`config.mk`:
```
export PLATFORM = sky130hd
export DESIGN_NAME = pwm_dac
export DESIGN_NICKNAME = d
export VERILOG_FILES = /design/src/rtl/dac_pkg.sv /design/src/rtl/sd_mod1.sv /design/src/rtl/pwm_dac.sv
export SDC_FILE = /design/constraint.sdc
export NUM_CORES = 1
export LEC_CHECK = 0
export ABC_AREA = 0
export BUFFER_PORTS_ARGS = -buffer_cell sky130_fd_sc_hd__buf_2
export CAP_MARGIN = 20
export CORE_MARGIN = 2
export CORE_UTILIZATION = 35
export DETAILED_ROUTE_END_ITERATION = 6
export REMOVE_ABC_BUFFERS = 1
export SYNTH_ARGS = -nofsm -noshare
export SYNTH_HDL_FRONTEND = slang
export SYNTH_SLANG_ARGS = --single-unit
```
`constraint.sdc`:
```
create_clock -name clk -period 2.2 [get_ports clk]
set_input_delay 0.22 -clock clk [delete_from_list [all_inputs] [get_ports clk]]
set_output_delay 0.22 -clock clk [all_outputs]
set_load 0.005 [all_outputs]
```
`src/rtl/dac_pkg.sv`:
```
// Shared constants and types for the PWM / sigma-delta audio output stage.
package dac_pkg;
    localparam int SAMPLE_W         = 16;
    localparam int PWM_BITS_DEFAULT = 8;

    localparam logic DAC_MODE_PWM = 1'b0;
    localparam logic DAC_MODE_SD  = 1'b1;

    typedef logic [SAMPLE_W-1:0] sample_t;
endpackage

```
`src/rtl/sd_mod1.sv`:
```
// First-order sigma-delta modulator: 16-bit wrap-around accumulator whose carry is the output bit.
module sd_mod1
    import dac_pkg::*;
(
    input  logic                clk,
    input  logic                rst,
    input  logic                en,
    input  logic [SAMPLE_W-1:0] x,
    output logic                y
);

    logic [SAMPLE_W-1:0] acc_reg;
    logic                y_reg;
    logic [SAMPLE_W:0]   sum_next;

    // The carry of each sum is the pulse; only the low 16 bits carry over.
    assign sum_next = {1'b0, acc_reg} + {1'b0, x};

    always_ff @(posedge clk) begin
        if (rst) begin
            acc_reg <= '0;
            y_reg   <= 1'b0;
        end else if (en) begin
            acc_reg <= sum_next[SAMPLE_W-1:0];
            y_reg   <= sum_next[SAMPLE_W];
        end
    end

    assign y = y_reg;

endmodule

```
`src/rtl/pwm_dac.sv`:
```
// Audio DAC output stage: double-buffered sample input, period counter, PWM compare,
// sigma-delta sub-modulator, sticky overrun/underrun flags and the output mux.
module pwm_dac
    import dac_pkg::*;
#(
    parameter int PWM_BITS = PWM_BITS_DEFAULT
) (
    input  logic                clk,
    input  logic                rst,
    input  logic [SAMPLE_W-1:0] din,
    input  logic                din_valid,
    input  logic                mode,
    input  logic                flag_clr,
    output logic                sample_req,
    output logic                dout,
    output logic                overrun,
    output logic                underrun
);

    localparam logic [PWM_BITS-1:0] CNT_MAX = '1;

    logic [PWM_BITS-1:0] cnt_reg;
    sample_t             active_reg, active_next;
    sample_t             pend_reg, pend_next;
    logic                pend_full_reg, pend_full_next;
    logic                mode_q_reg, mode_q_next;
    logic                overrun_reg, overrun_next;
    logic                underrun_reg, underrun_next;
    logic                pwm_reg;
    logic                sel_reg;
    logic                req_reg;
    logic                boundary;
    logic [PWM_BITS-1:0] duty;
    logic                sd_y;

    assign boundary = (cnt_reg == CNT_MAX);
    assign duty     = active_reg[SAMPLE_W-1 -: PWM_BITS];

    always_comb begin
        active_next    = active_reg;
        pend_next      = pend_reg;
        pend_full_next = pend_full_reg;
        mode_q_next    = mode_q_reg;
        overrun_next   = overrun_reg;
        underrun_next  = underrun_reg;

        if (boundary) begin
            mode_q_next = mode;
            if (pend_full_reg) begin
                active_next    = pend_reg;
                pend_full_next = din_valid;
                if (din_valid) begin
                    pend_next = din;
                end
            end else if (din_valid) begin
                active_next = din;
            end else begin
                underrun_next = 1'b1;
            end
        end else if (din_valid) begin
            pend_next      = din;
            pend_full_next = 1'b1;
            if (pend_full_reg) begin
                overrun_next = 1'b1;
            end
        end

        if (flag_clr) begin
            overrun_next  = 1'b0;
            underrun_next = 1'b0;
        end
    end

    always_ff @(posedge clk) begin
        if (rst) begin
            cnt_reg       <= '0;
            active_reg    <= '0;
            pend_reg      <= '0;
            pend_full_reg <= 1'b0;
            mode_q_reg    <= DAC_MODE_PWM;
            overrun_reg   <= 1'b0;
            underrun_reg  <= 1'b0;
            pwm_reg       <= 1'b0;
            sel_reg       <= DAC_MODE_PWM;
            // Primed so the first cnt == 0 cycle after release also requests a sample.
            req_reg       <= 1'b1;
        end else begin
            cnt_reg       <= cnt_reg + 1'b1;
            active_reg    <= active_next;
            pend_reg      <= pend_next;
            pend_full_reg <= pend_full_next;
            mode_q_reg    <= mode_q_next;
            overrun_reg   <= overrun_next;
            underrun_reg  <= underrun_next;
            pwm_reg       <= (cnt_reg < duty);
            sel_reg       <= mode_q_reg;
            req_reg       <= boundary;
        end
    end

    sd_mod1 u_sd (
        .clk (clk),
        .rst (rst),
        .en  (mode_q_reg == DAC_MODE_SD),
        .x   (active_reg),
        .y   (sd_y)
    );

    // sel_reg is aligned with both modulator registers, so the mux output is glitch-free.
    assign dout       = (sel_reg == DAC_MODE_SD) ? sd_y : pwm_reg;
    assign sample_req = req_reg & ~rst;
    assign overrun    = overrun_reg;
    assign underrun   = underrun_reg;

endmodule

```
==> impl_metrics.tcl, run 1 <==
set metrics [dict create \
    outcome "finished, final reports clean" \
    dp_hpwl_um 4790 \
    crit_required_ns 2.42 \
    cts-root-buf "clkbuf_8" \
    ys_seq_elements 64 \
    drv_slew 0 \
    yosysWarnings 0 \
    fmax_mhz 485 \
    drt-initial-drc-count 69 \
    power.leakage_uw 0.00152 \
    clk_latency_ns 0.35 \
    fin_cells 530 \
    routedWlPerCell_um 12.8 \
    portBuffers 24 \
    slew_headroom_pct 74.5 \
    drtAntennaViolNets 0 \
    initial_core_util_pct 36.1 \
    nets 442 \
    layout_common_cells "dfxtp_1, nand2_1, nor2_1, a21oi_1" \
    dieArea_um2 10400 \
    route.detailed.drc 0 \
    avgViaCountPerCell 4.92 \
    skew_ns 0.00834 \
    htree_num_levels 3 \
    maxCapViolCount 0 \
    grt_start_max_net_pins 51 \
    clockBufferDepth 2 \
    wl_um 6770 \
    area_growth_pct 14.7 \
    ios 25 \
    num_rows 35 \
    endpoint_kind "flip-flop" \
    powerDensity_nw_per_um2 620 \
    layout-drive-gt1-share_pct 18.0 \
    vias 2610 \
    clk_pin_slew_ns 0.07 \
    cts_tree "done" \
    fin_crit_sh_pct 93.6 \
    worstSetupPathType "reg2reg" \
    synth_top_area_share_pct 38.2 \
    startpoint_type "flip-flop" \
    antenna_cells 0 \
    synth_top_area_cell "dfxtp_1" \
    finalSetupViolCount 0 \
    tns_ns 0 \
    final_hold_viol_count 0 \
    min_period_ns 2.06 \
    fp.coreArea_um2 9280 \
    grt_usage_pct 14.4 \
    grt_pass1_vias 2539 \
    synthCells 368 \
    seq_area_frac_synth_pct 38.2 \
    ys_types 46 \
    path_max_fanout 4 \
    cts_hold_repair.buffers 0 \
    first_pass_iters 4 \
    ir_worst_vdd_mv 0.280 \
    antenna_found_initial 0 \
    hp-class "in2reg" \
    numClockSinks 64 \
    synth_area_um2 3360 \
    cts_buffers 9 \
    dieWidth_um 102 \
    grt_pass1_wl_um 11700 \
    syn_avg_cell_area_um2 9.12 \
    rsz0062_at_grt "false" \
    final_common_cell "dfxtp_1" \
    dp.cells 512 \
    worstMarginPinSlew_ns 0.383 \
    finalWeightedCongestion 0.820 \
    synth_area_leaders "dfxtp_1, ha_1, mux2i_1" \
    overflow 0 \
    finalPower_uw 2390 \
    fin_area_um2 3850 \
    cp.arrival_ns 2.28 \
    die_h_um 102 \
    post_dp_cell_area_um2 3620 \
]
synthesized netlist by cell type (all sizes together):
master	n
mux2i	24
dfxtp	64
o2111ai	1
xnor2	9
buf	9
o32ai	1
nor3b	3
a221oi	1
nand3	6
a21o	4
nor2	40
a31oi	5
ha	24
nor2b	3
nor3	4
a21oi	28
o21a	4
nand2b	7
xor2	7
a211o	2
o211ai	3
clkbuf	7
nand3b	1
o21bai	3
o311ai	1
and3	6
nor4b	1
or4bb	1
o21ai	13
or2	3
mux2	1
inv	12
fa	1
nand2	43
a211oi	21
and2	1
o22ai	4
path summary, 6_finish.rpt:
kind	from	end	slack [ns]	cells after the start
setup reg to reg	active_reg[0]	u_sd.y	0.14	8
setup / recovery	active_reg[0]	u_sd.y	0.14	8
hold reg to reg	u_sd.acc_reg[13]	u_sd.acc_reg[13]	0.45	2
hold / removal	flag_clr	overrun	0.05	2
per-stage QoR:
stage / hold WS (ns) / worst slack, ns / utilization, %
floorplan: 0.285 / 0.191 / -
global placement: 0.404 / 0.108 / 39.0
detailed placement: 0.408 / 0.0653 / 39.0
CTS: 0.0332 / 0.0356 / 41.2
global route: 0.0444 / 0.0106 / 41.5
finish: 0.0500 / 0.140 / 41.5
per-layer routing:
layer	track usage, %	routed length, um	up-vias
met5	0	0	-
met4	5.85	82	0
met3	4.24	231	5
met2	23.5	3200	34
met1	17.8	3260	1214
li1	-	-	1357
final cells by class:
cell class	count	area (um2)
Fill cell	974	5440
Tap cell	129	161
Timing Repair Buffer	33	213
Multi-Input combinational cell	276	1950
Sequential cell	64	1280
Clock buffer	14	163
Clock inverter	2	37.5
Inverter	12	45.0
kinds of logic after synthesis:
logic type	count (synthesis)	share of synthesized area, %
AND/OR/NAND/NOR	119	16.7
AO/OA/AOI/OAI	91	19.8
flip-flops	64	38.2
buffers and inverters	28	4.03
multiplexers	25	7.49
adder cells (fa/ha/maj)	25	9.55
XOR/XNOR	16	4.18
timing repair:
item,in CTS,in global routing
endpoints found under the setup margin,0,6
resized for setup,0,4
setup buffers,0,2
worst max-delay path, stage by stage (launching register included):
cell and delay [ns]:
dfxtp_1 0.32, ha_1 0.22, fa_1 0.42, a21oi_2 0.16, o211ai_1 0.16, nand3_1 0.14, nand3b_1 0.13, a221oi_1 0.28
o22ai_1 0.12
power breakdown:
part	switching (uW)	internal, uW
clock	446	587
combinational	87.4	67.4
sequential	16.4	1180
total	550	1840
Note: power is estimated with default switching activity, not from simulation.
==> inputs of run 2 (changes only) <==
--- a/config.mk
+++ b/config.mk
@@ -11,6 +11,7 @@
 export CORE_MARGIN = 2
 export CORE_UTILIZATION = 35
 export DETAILED_ROUTE_END_ITERATION = 6
+export MAX_ROUTING_LAYER = met4
 export REMOVE_ABC_BUFFERS = 1
 export SYNTH_ARGS = -nofsm -noshare
 export SYNTH_HDL_FRONTEND = slang
==> constraint.sdc (replaced) <==
create_clock -name clk -period 2.52 [get_ports clk]
set_input_delay 0.252 -clock clk [delete_from_list [all_inputs] [get_ports clk]]
set_output_delay 0.252 -clock clk [all_outputs]
set_load 0.005 [all_outputs]
==> run 2 against run 1 <==
Net effect: worst hold slack improved by 0.049 ns; clock-buffer cell count fell by 4; global-route usage decreased by 0.26 points; non-clock buffer count decreased by 1; maximum frequency decreased by 5.2%; core utilization shrank 0.094 points; routed wire length shrank 2.2%; worst setup slack better by 0.21 ns; sequential power is 12% lower; cell area shrank 0.23%; combinational power shrank 13%; first-iteration DRC count shrank 20%; critical path type unchanged; critical endpoint is now u_sd.acc_reg[8].
==> impl_metrics.tcl, run 2 (synthesized netlist as in run 1, its figures left out) <==
set metrics [dict create \
    outcome "finished, final reports clean" \
    layout_common_cells "dfxtp_1, nand2_1, nor2_1, a21oi_1" \
    dp_hpwl_um 4880 \
    fmax_mhz 460 \
    reg2reg_depth 8 \
    dp.cells 513 \
    grt_usage_pct 14.1 \
    fp.coreArea_um2 9280 \
    slew_headroom_pct 66.6 \
    drt-initial-drc-count 55 \
    maxCapViolCount 0 \
    grt_pass1_vias 2390 \
    p_sw_share_pct 22.6 \
    avgViaCountPerCell 4.82 \
    antenna_found_initial 0 \
    overflow 0 \
    wl_um 6620 \
    cts_hold_repair.buffers 0 \
    nets 441 \
    worstSetupPathType "reg2reg" \
    cts_tree "done" \
    ir_worst_vdd_mv 0.380 \
    reg2reg_to "u_sd.acc_reg[8]" \
    p_int_uw 1670 \
    post_dp_cell_area_um2 3620 \
    endpoint_kind "flip-flop" \
    hp-class "in2reg" \
    dieWidth_um 102 \
    cts-root-buf "clkbuf_8" \
    clk_pin_slew_ns 0.07 \
    final_hold_viol_count 0 \
    cts_resized 0 \
    drv_slew 0 \
    drtAntennaViolNets 0 \
    powerDensity_nw_per_um2 562 \
    r2r_slack_ns 0.35 \
    num_rows 35 \
    hold_depth 2 \
    min_to "underrun" \
    finalPower_uw 2160 \
    power.clock.fraction_pct 45.2 \
    power.leakage_uw 0.00152 \
    ios 25 \
    initial_core_util_pct 36.1 \
    path_max_fanout 4 \
    skew_ns 0.00771 \
    worstMarginPinSlew_ns 0.499 \
    vias 2548 \
    startpoint_type "flip-flop" \
    area_growth_pct 14.4 \
    hp-start "flag_clr" \
    htree_num_levels 3 \
    first_pass_iters 4 \
    fin_cells 529 \
    finalWeightedCongestion 0.800 \
    layout-drive-gt1-share_pct 17.8 \
    routedWlPerCell_um 12.5 \
    dieArea_um2 10400 \
    rsz0062_at_grt "false" \
    antenna_cells 0 \
    clockBufferDepth 2 \
    fin_crit_sh_pct 86.2 \
    numClockSinks 64 \
    whs_ns 0.0986 \
    cts_buffers 9 \
    finalSetupViolCount 0 \
    crit_required_ns 2.75 \
    pwr-share-seq_pct 48.6 \
    route.detailed.drc 0 \
    grt_start_max_net_pins 27 \
    portBuffers 24 \
    grt_pass1_wl_um 11100 \
    p_sw_uw 489 \
    tns_ns 0 \
    cp.arrival_ns 2.40 \
    cts_setup_buffers 0 \
    fin_area_um2 3840 \
    min_period_ns 2.17 \
    power_frac_comb_pct 6.3 \
    r2r_start "active_reg[0]" \
    clk_latency_ns 0.34 \
    die_h_um 102 \
    final_common_cell "dfxtp_1" \
]
==> run 2: changes by cell type in the layout (fill, tap and decap cells not counted) <==
cell       change
o21a_2         -1
a21oi_2        -2
a21oi_1        +2
clkinv_2       +3
clkbuf_1       -3
o21ai_1        -1
o21ai_0        +1
o21a_1         +1
clkbuf_8       -1
bufinv_16      +1
buf_12         -1
==> run 2: final cells by class <==
| class | count | area (um2) |
|---|---|---|
| Tap cell | 129 | 161 |
| Clock inverter | 6 | 82.6 |
| Sequential cell | 64 | 1280 |
| Multi-Input combinational cell | 276 | 1940 |
| Clock buffer | 10 | 138 |
| Timing Repair Buffer | 32 | 193 |
| Fill cell | 953 | 5440 |
| Inverter | 12 | 45.0 |
==> run 2: how the worst max path moves through the flow <==
stage / end / slack (ns) / from / cells past startpoint
floorplan: active_reg[10] / 0.51 / pend_full_reg / 4
global placement: u_sd.y / 0.39 / active_reg[0] / 8
detailed placement: u_sd.acc_reg[8] / 0.35 / active_reg[0] / 8
CTS: u_sd.acc_reg[8] / 0.34 / active_reg[0] / 8
global route: u_sd.acc_reg[8] / 0.19 / active_reg[0] / 8
finish: u_sd.acc_reg[8] / 0.35 / active_reg[0] / 8
==> run 2: per-stage QoR <==
step	worst slack [ns]	util (%)
floorplan	0.511	-
global placement	0.393	39.0
detailed placement	0.351	39.0
CTS	0.339	41.4
global route	0.186	41.4
finish	0.347	41.4
==> run 2: power groups by stage <==
stage                     Sequential, uW  Combinational [uW]  Clock [uW]
final                               1050                 135         975
after global placement              1070                 133           0
after floorplan                     1070                66.7           0
after CTS                           1050                 137        1000
after detailed placement            1070                 137           0
after global routing                1050                 151        1050
==> run 2: per-layer routing <==
layer,track usage [%],vias up,wire length (um)
met1,17.3,1158,3260
met4,5.54,0,116
met3,3.97,10,206
met2,22.1,31,3040
met5,-,-,0
li1,-,1349,-
==> run 2: worst max-delay path, cell delays in order (launching register included) <==
cell	delay, ns
dfxtp_1	0.32
ha_1	0.22
fa_1	0.41
a21oi_1	0.21
o211ai_1	0.21
a21o_1	0.20
a21oi_1	0.20
nor4b_1	0.08
a211o_1	0.22
==> inputs of run 3 (changes only) <==
--- a/config.mk
+++ b/config.mk
@@ -12,7 +12,9 @@
 export CORE_UTILIZATION = 35
 export DETAILED_ROUTE_END_ITERATION = 6
 export MAX_ROUTING_LAYER = met4
+export PLACE_DENSITY = 0.53
 export REMOVE_ABC_BUFFERS = 1
 export SYNTH_ARGS = -nofsm -noshare
 export SYNTH_HDL_FRONTEND = slang
+export SYNTH_HIERARCHICAL = 1
 export SYNTH_SLANG_ARGS = --single-unit
==> run 3 against run 2 <==
Net effect: sequential share of layout area fell by 1.7 points; routed wire length grew 18%; global-route usage increased by 1.1 points; first-iteration DRC count up 95%; combinational power is 27% higher; critical path type unchanged; largest power group unchanged.
==> impl_metrics.tcl, run 3 <==
set metrics [dict create \
    min_period_ns 2.25 \
    rsz0062_at_grt "false" \
    yosysWarnings 6 \
    first_pass_iters 6 \
    grt_usage_pct 15.2 \
    antenna_cells 0 \
    hp-start "din[3]" \
    synth_area_um2 3600 \
    synth_most_common_cell "dfxtp_1" \
    ir_worst_vdd_mv 0.260 \
    cts-root-buf "clkbuf_8" \
    ios 25 \
    finalSetupViolCount 0 \
    worstSetupPathType "reg2reg" \
    wl_um 7800 \
    cts_setup_buffers 0 \
    synth_top_area_share_pct 35.6 \
    drv_slew 0 \
    initial_core_util_pct 35.5 \
    drt-initial-drc-count 107 \
    cp.arrival_ns 2.51 \
    layout.area.seq_um2 1280 \
    finalWeightedCongestion 0.819 \
    grt_start_max_net_pins 41 \
    startpoint "active_reg[0]" \
    ys_types 49 \
    final_hold_viol_count 0 \
    vias 2882 \
    final_common_cell "dfxtp_1" \
    drtAntennaViolNets 0 \
    numClockSinks 64 \
    dp.cells 558 \
    skew_ns 0.0132 \
    clk_latency_ns 0.34 \
    num_rows 37 \
    die_h_um 105 \
    fillCellCount 1016 \
    reg2reg_depth 8 \
    synth_area_leaders "dfxtp_1, ha_1, nand2b_1" \
    grt_pass1_vias 2690 \
    syn_avg_cell_area_um2 8.76 \
    overflow 0 \
    area_growth_pct 12.4 \
    fmax_mhz 444 \
    power.leakage_uw 0.00161 \
    synth_edf_count 0 \
    fin_cells 573 \
    powerDensity_nw_per_um2 515 \
    synth_ff_type "dfxtp_1" \
    synth.top_cells.by_count "dfxtp_1, nor2_1, nand2b_1, inv_1, ha_1" \
    synthArstFlopShare_pct 0 \
    utilization_pct 39.9 \
    layout-drive-gt1-share_pct 12.8 \
    worstMarginPinSlew_ns 0.617 \
    finalPower_uw 2080 \
    fin_crit_sh_pct 89.4 \
    startpoint_type "flip-flop" \
    portBuffers 24 \
    dieArea_um2 11100 \
    clk_pin_slew_ns 0.07 \
    multi_input_comb_area_um2 2110 \
    dp_hpwl_um 5640 \
    maxCapViolCount 0 \
    hp-class "in2reg" \
    cts_buffers 9 \
    synthCells 411 \
    crit_required_ns 2.78 \
    route.detailed.drc 0 \
    antenna_found_initial 0 \
    synth_top_area_cell "dfxtp_1" \
    slew_headroom_pct 58.7 \
    tns_ns 0 \
    outcome "finished, final reports clean" \
    r2r_start "active_reg[0]" \
    clockBufferDepth 2 \
    avgViaCountPerCell 5.03 \
    path_max_fanout 3 \
    hold_depth 3 \
    whs_ns 0.173 \
    layout_common_cells "dfxtp_1, nor2_1, nand2b_1, inv_1" \
    dieWidth_um 105 \
    ys_seq_elements 64 \
    endpoint_kind "flip-flop" \
    fp.coreArea_um2 10100 \
    routedWlPerCell_um 13.6 \
    seq_area_frac_synth_pct 35.6 \
    grt_pass1_wl_um 13300 \
    htree_num_levels 3 \
    nets 479 \
    cts_tree "done" \
]
[run 3: cell count changes in the layout (fill, tap and decap cells not counted), sizes merged, moves of 5 or more]
cell / previous run / this run
o21ai: 13 / 21
a221oi: 1 / 16
nand2b: 7 / 36
nand2: 43 / 16
a22o: 0 / 16
inv: 12 / 34
or3: 0 / 5
a211oi: 21 / 4
[run 3: logic make-up (layout without fill, tap and decap cells)]
logic type / after synthesis / count (layout) / synth area share, %
xor gates and xnor gates: 13 / 13 / 3.16
DFF: 64 / 64 / 35.6
buffers and inverters: 54 / 80 / 6.04
adders and majority gates: 25 / 25 / 8.89
and+or+nand+nor: 122 / 122 / 17.9
AOI/OAI and AO/OA: 110 / 110 / 22.0
muxes: 23 / 23 / 6.43
[run 3: per-stage QoR]
stage | setup slack, ns | area (um2)
final | 0.267 | 4050
after global routing | 0.0711 | 4050
after CTS | 0.175 | 4040
after detailed placement | 0.210 | 3850
after global placement | 0.263 | 3850
after floorplan | 0.494 | 3510
[run 3: cell type report]
type	count	area share, %
Inverter	34	3.15
Tap cell	136	4.20
Clock inverter	5	1.45
Sequential cell	64	31.7
Timing Repair Buffer	31	4.27
Multi-Input combinational cell	293	52.1
Clock buffer	10	3.15
[run 3: power by group]
group | internal [uW] | switching (uW) | leakage, uW
combinational | 80.3 | 90.2 | 0.00100
sequential | 1030 | 15.7 | 0.000520
clock | 452 | 411 | 0.0000883
total | 1570 | 516 | 0.00161
[run 3: final timing paths]
check,endpoint,slack (ns)
max,u_sd/acc_reg[12],0.27
min,pend_reg[3],0.17
max reg2reg,u_sd/acc_reg[12],0.27
min reg2reg,underrun,0.47
[run 3: metal layers]
layer / track usage [%] / vias to the layer above / wire length (um)
met5: - / - / 0
met2: 23.0 / 44 / 3540
met3: 2.78 / 10 / 189
li1: - / 1496 / -
met4: 5.24 / 0 / 102
met1: 20.5 / 1332 / 3970
[run 3: what timing repair did]
action,CTS,global route
setup endpoints to repair,0,2
hold buffers,0,0
resized for setup,0,1
[run 3: critical path, stage by stage (launching register included)]
cell and delay [ns]:
dfxtp_1 0.33, ha_1 0.23, fa_1 0.44, a211oi_1 0.30
o21ai_0 0.16, a31oi_2 0.29, a21oi_1 0.15, xnor2_1 0.14
o21ai_0 0.14
